`src/rtl/freq_meter.sv`:
```
`default_nettype none
//======================================================================
// Module      : freq_meter
// Description : Gated frequency counter. Counts rising edges of an
//               asynchronous input over a fixed window of GATE_CYCLES
//               clocks, publishes the count with a one-cycle strobe and
//               immediately starts the next window.
// Revision    : 1.0  initial release
//======================================================================
module freq_meter #(
   parameter int GATE_CYCLES = 1000,
   parameter int CNT_W       = 16,
   parameter int SYNC_STAGES = 2
) (
   input  logic             clk_i,
   input  logic             rst_i,
   input  logic             en_i,
   input  logic             sig_i,
   output logic [CNT_W-1:0] freq_o,
   output logic             valid_o,
   output logic             ovf_o,
   output logic             busy_o
);

   localparam int GATE_W = (GATE_CYCLES > 1) ? $clog2(GATE_CYCLES) : 1;
   localparam int ARM_W  = $clog2(SYNC_STAGES + 1);

   localparam logic [CNT_W-1:0]  CNT_MAX   = '1;
   localparam logic [GATE_W-1:0] GATE_LAST = GATE_W'(GATE_CYCLES - 1);
   localparam logic [ARM_W-1:0]  ARM_LAST  = ARM_W'(SYNC_STAGES);

   typedef enum logic [1:0] {
      S_IDLE = 2'd0,
      S_ARM  = 2'd1,
      S_GATE = 2'd2
   } state_t;

   state_t state;
   state_t state_nxt;

   logic [SYNC_STAGES-1:0] sync_q;
   logic                   hist;
   logic                   rise;

   logic [ARM_W-1:0]  arm_cnt;
   logic [GATE_W-1:0] gate_cnt;
   logic [CNT_W-1:0]  edge_cnt;
   logic              ovf_flag;

   logic              arm_done;
   logic              gate_last;
   logic [CNT_W-1:0]  edge_sat;
   logic              ovf_now;

   // Synchronizer chain plus one history flop for rising-edge detection
   always_ff @(posedge clk_i) begin
      if (!rst_i) begin
         sync_q <= '0;
         hist   <= 1'b0;
      end else begin
         sync_q <= {sync_q[SYNC_STAGES-2:0], sig_i};
         hist   <= sync_q[SYNC_STAGES-1];
      end
   end

   // Edge pulse, saturating increment and window/arm terminal conditions
   always_comb begin
      rise      = sync_q[SYNC_STAGES-1] & ~hist;
      ovf_now   = rise && (edge_cnt == CNT_MAX);
      edge_sat  = edge_cnt;
      if (rise && (edge_cnt != CNT_MAX)) begin
         edge_sat = edge_cnt + CNT_W'(1);
      end
      arm_done  = (arm_cnt == ARM_LAST);
      gate_last = (gate_cnt == GATE_LAST);
      busy_o    = (state != S_IDLE);
   end

   // State register
   always_ff @(posedge clk_i) begin
      if (!rst_i) begin
         state <= S_IDLE;
      end else begin
         state <= state_nxt;
      end
   end

   // Next state: disable aborts from any state, windows run back-to-back
   always_comb begin
      state_nxt = state;
      if (!en_i) begin
         state_nxt = S_IDLE;
      end else begin
         case (state)
            S_IDLE:  state_nxt = S_ARM;
            S_ARM:   if (arm_done) state_nxt = S_GATE;
            S_GATE:  state_nxt = S_GATE;
            default: state_nxt = S_IDLE;
         endcase
      end
   end

   // Counters and published result; partial windows are dropped on abort
   always_ff @(posedge clk_i) begin
      if (!rst_i) begin
         arm_cnt  <= '0;
         gate_cnt <= '0;
         edge_cnt <= '0;
         ovf_flag <= 1'b0;
         freq_o   <= '0;
         ovf_o    <= 1'b0;
         valid_o  <= 1'b0;
      end else begin
         valid_o <= 1'b0;
         if (en_i) begin
            case (state)
               S_IDLE: begin
                  arm_cnt  <= '0;
                  gate_cnt <= '0;
                  edge_cnt <= '0;
                  ovf_flag <= 1'b0;
               end
               S_ARM: begin
                  arm_cnt <= arm_cnt + ARM_W'(1);
               end
               S_GATE: begin
                  if (gate_last) begin
                     freq_o   <= edge_sat;
                     ovf_o    <= ovf_flag | ovf_now;
                     valid_o  <= 1'b1;
                     gate_cnt <= '0;
                     edge_cnt <= '0;
                     ovf_flag <= 1'b0;
                  end else begin
                     gate_cnt <= gate_cnt + GATE_W'(1);
                     edge_cnt <= edge_sat;
                     ovf_flag <= ovf_flag | ovf_now;
                  end
               end
               default: ;
            endcase
         end
      end
   end

endmodule
`default_nettype wire

```
`config.mk`:
```
export PLATFORM = sky130hd
export DESIGN_NAME = freq_meter
export DESIGN_NICKNAME = d
export VERILOG_FILES = /design/src/rtl/freq_meter.sv
export SDC_FILE = /design/constraint.sdc
export NUM_CORES = 1
export LEC_CHECK = 0
export CORE_UTILIZATION = 50
export CTS_BUF_LIST = sky130_fd_sc_hd__clkbuf_8
export DETAILED_ROUTE_END_ITERATION = 12
export GPL_TIMING_DRIVEN = 0
export PLACE_DENSITY = 0.68
export SLEW_MARGIN = 40
export SYNTH_ARGS = -nofsm -noshare
export SYNTH_HDL_FRONTEND = slang
export SYNTH_SLANG_ARGS = --single-unit
```
`constraint.sdc`:
```
create_clock -name clk_i -period 5.4 [get_ports clk_i]
set_input_delay 1.35 -clock clk_i [delete_from_list [all_inputs] [get_ports clk_i]]
set_output_delay 1.35 -clock clk_i [all_outputs]
set_load 0.01 [all_outputs]
```
==> summary.md, run 1 <==
| Metric | Value |
|---|---|
| Status | complete, no violations |
| Hpwl dp | around 4100 um |
| Total CTS buffers | 5 |
| Startpoint Class | primary input |
| # hold bufs at CTS | 0 |
| Fin. Hold Viols | 0 |
| Seq cells post-synth | 52 |
| WP buf/inv | 1 |
| Global-route wire length before repair | between 9000 and 10000 um |
| Worst hold path type | reg -> reg |
| Synth area leaders | dfxtp_1 41%, nor2_1 5.3%, xnor2_1 4.5%, nand2_1 4.0%, a21oi_1 3.5% |
| FF-to-FF path depth | 7 |
| FF-to-FF Start | gate_cnt[0] |
| Number of gates resized after cts | 0 |
| Grt total ovfl | 0 |
| Avg WL per Cell | 14.9 um |
| Max Clock Skew | 0.00862 ns |
| Most common cell in the synthesized netlist | dfxtp_1 |
| Die W | 73.5 um |
| Maxcap violations | 0 |
| Core ar. | 4820 sq um |
| Crit-path max cell delay | 0.60 ns |
| Setup TNS | 0 ns |
| Reg2Reg Setup Slack | 3.13 ns |
| Nets | 337 |
| Register area share after synthesis | 40.7% |
| Setup CP Type | in -> reg |
| CP max FO | 9 |
| CTS tree | done |
| Critical Path AT | 3.35 ns |
| Layout cells sized above 1 | ~8.3% |
| Worst-path clk slew | 0.10 ns |
| Worst Path Required | 5.64 ns |
| Synthesis Warnings | 0 |
| Min-delay src | sync_q[0] |
| Clock latency on the worst-skew pair | 0.31 ns |
| Max clock buf depth | 2 |
| H-tree depth | 2 |
| Iteration-0 DRC count of the detailed router | 160 |
| Final estimated routing congestion in global placement | 0.812 |
| Post-Route WL | 5880 um |
| DRC violations left | 0 |
| Pwr dens | 234 nW/um^2 |
| EDFF count, synth | 0 |
| ANT nets after route | 0 |
| CTS Root Cell | clkbuf_8 |
| Min Tclk post-route | 3.11 ns |
| Syn nets | between 300 and 400 |
| Final hold slack | between 0.4 and 0.5 ns |
| CP Capture Type | flop |
| Synth top area share | 40.7% |
| Initial antenna violation count | 0 |
| Max-slew violations | 0 |
| Slew @ Worst Pin | between 0.6 and 0.7 ns |
| Die height | 73.5 um |
| Post-synth top area cell | dfxtp_1 |
| Mapped Area | 2550 sq um |
| Mean Syn Cell Area | 8.60 sq um |
| Final period util | 57.6% |
| Distinct cells, synth | 54 |
| Slowest-stage cell, CP | clkdlybuf4s50_1 |
| # rows | 25 |
| Reg2reg end | freq_o[13] |
| Hold-critical path depth | 1 |
| RSZ-0062 raised after global routing | false |
| Routed via count | 2194 |
| Number of global-route vias before repair | 1944 |
| Die Area | 5400 sq um |
| Crit path cell chain | clkdlybuf4s50_1 > nand2_1 > a31o_2 > nor2_1 > o21ai_0 > a31oi_1 |
| Antenna Diode Count | 0 |
| Main flop type after synthesis | dfxtp_1 |
| Initial Utilization | 53.0% |
| Gate Count Post-Synth | between 200 and 300 |
| Pleak | 1.05 nW |
| Largest net degree at the start of global routing | 17 |
| Setup repair bufs after CTS | 0 |
| P&R area growth vs syn | 16.3% |
| Vias per cell | 5.57 |
| Max-Slew Margin vs Limit | 57.1% |
| Synth top cells by count | 52 x dfxtp_1, 36 x nor2_1, 27 x nand2_1, 18 x a21oi_1, 18 x o21ai_0 |
| VDD IR-drop max | 0.135 mV |
| 1st-pass router iterations | 5 |
| Ys async rst share | 0% |
| IO Count | 23 |
| FMAX | 321 MHz |
| GRT Util Overall | 23.7% |
| Crit path max-delay family | compound AO/OA/AOI/OAI gates |
| Final Setup Violations | 0 |
| Clk sink count | 52 |
| Input/output buffers | 22 |
| Sink of the worst hold path | sync_q[1] |
layer usage:
metal / vias to the layer above / wire, um / global-route usage, %
met5: - / 0 / 0
met4: 0 / 66 / 6.84
met3: 6 / 227 / 4.80
met2: 38 / 2810 / 39.7
met1: 1025 / 2770 / 30.9
li1: 1125 / - / -
area by class of cell:
cell class	instances	area [sq um]
multi-input combinational	223	1400
inverter	9	33.8
buffer	13	80.1
clock inverter	3	42.5
tap	67	83.8
timing repair buffer	22	220
fill	450	1850
sequential	52	1040
clock buffer	5	68.8
cell usage in the layout, fill, tap and decap left out, types with 5 or more instances in the layout:
cell type         n
dfxtp_1          52
clkdlybuf4s50_1  22
nor2_1           36
nand4_1           6
clkbuf_8          5
ha_1              7
a21oi_1          18
nand3_1           8
nor3_1            5
a21o_1            5
clkbuf_1          5
buf_4             6
a31oi_1           8
inv_1             8
xnor2_1          13
xor2_1            6
nand2_1          27
o21ai_0          18
registers in the layout (all words and copies together) (netlist names):
register	flops
arm_cnt	2
edge_cnt	16
freq_o	16
gate_cnt	10
hist	1
ovf_flag	1
ovf_o	1
state	2
sync_q	2
valid_o	1
where the power goes:
part	internal, mW	switching [mW]	leakage, nW
Sequential	0.385	0.00144	0.419
Combinational	0.0140	0.0251	0.579
Clock	0.137	0.132	0.0541
worst max path at each step:
stage,startpoint,to,cells past startpoint
after detailed placement,en_i,edge_cnt[10],6
after CTS,en_i,edge_cnt[10],6
final,en_i,edge_cnt[10],6
after floorplan,en_i,edge_cnt[10],5
after global placement,en_i,freq_o[13],6
after global routing,en_i,edge_cnt[10],6
kinds of logic (layout without fill, tap and decap cells):
logic type / count (synthesis) / count (layout) / synth area share (%)
AOI/OAI and AO/OA: 75 / 75 / 18.3
xor gates and xnor gates: 19 / 19 / 6.51
adders and majority gates: 7 / 7 / 3.43
buffers and inverters: 22 / 52 / 4.46
DFF: 52 / 52 / 40.7
muxes: 5 / 5 / 2.01
and+or+nand+nor: 117 / 117 / 24.6
stage by stage:
step | util [%] | power (mW) | std cells | worst slack (ns) | area, sq um
2_1_floorplan | - | 0.421 | 297 | 3.02 | 2550
3_3_place_gp | 59.4 | 0.434 | 386 | 2.01 | 2860
3_5_place_dp | 59.4 | 0.435 | 386 | 1.96 | 2860
4_1_cts | 61.7 | 0.701 | 394 | 2.32 | 2970
5_1_grt | 61.7 | 0.720 | 394 | 2.13 | 2970
6_report | 61.7 | 0.696 | 394 | 2.29 | 2970
No activity file was read; power rests on OpenSTA's default activity.
==> inputs of run 2 (changes only) <==
Clock period 5.4 ns to 2.93 ns, I/O delays scaled along.
==> results of run 2 <==
Same layout as run 1 (identical final DEF). Status: complete, no violations.
Among the figures that moved: setup slack after placement 1.96 ns -> 0.104 ns; setup slack after layout 2.29 ns -> 0.435 ns; register-to-register setup slack 3.13 ns -> 0.66 ns; total power 0.696 mW -> 1.28 mW; worst IR drop on VDD 0.135 mV -> 0.249 mV
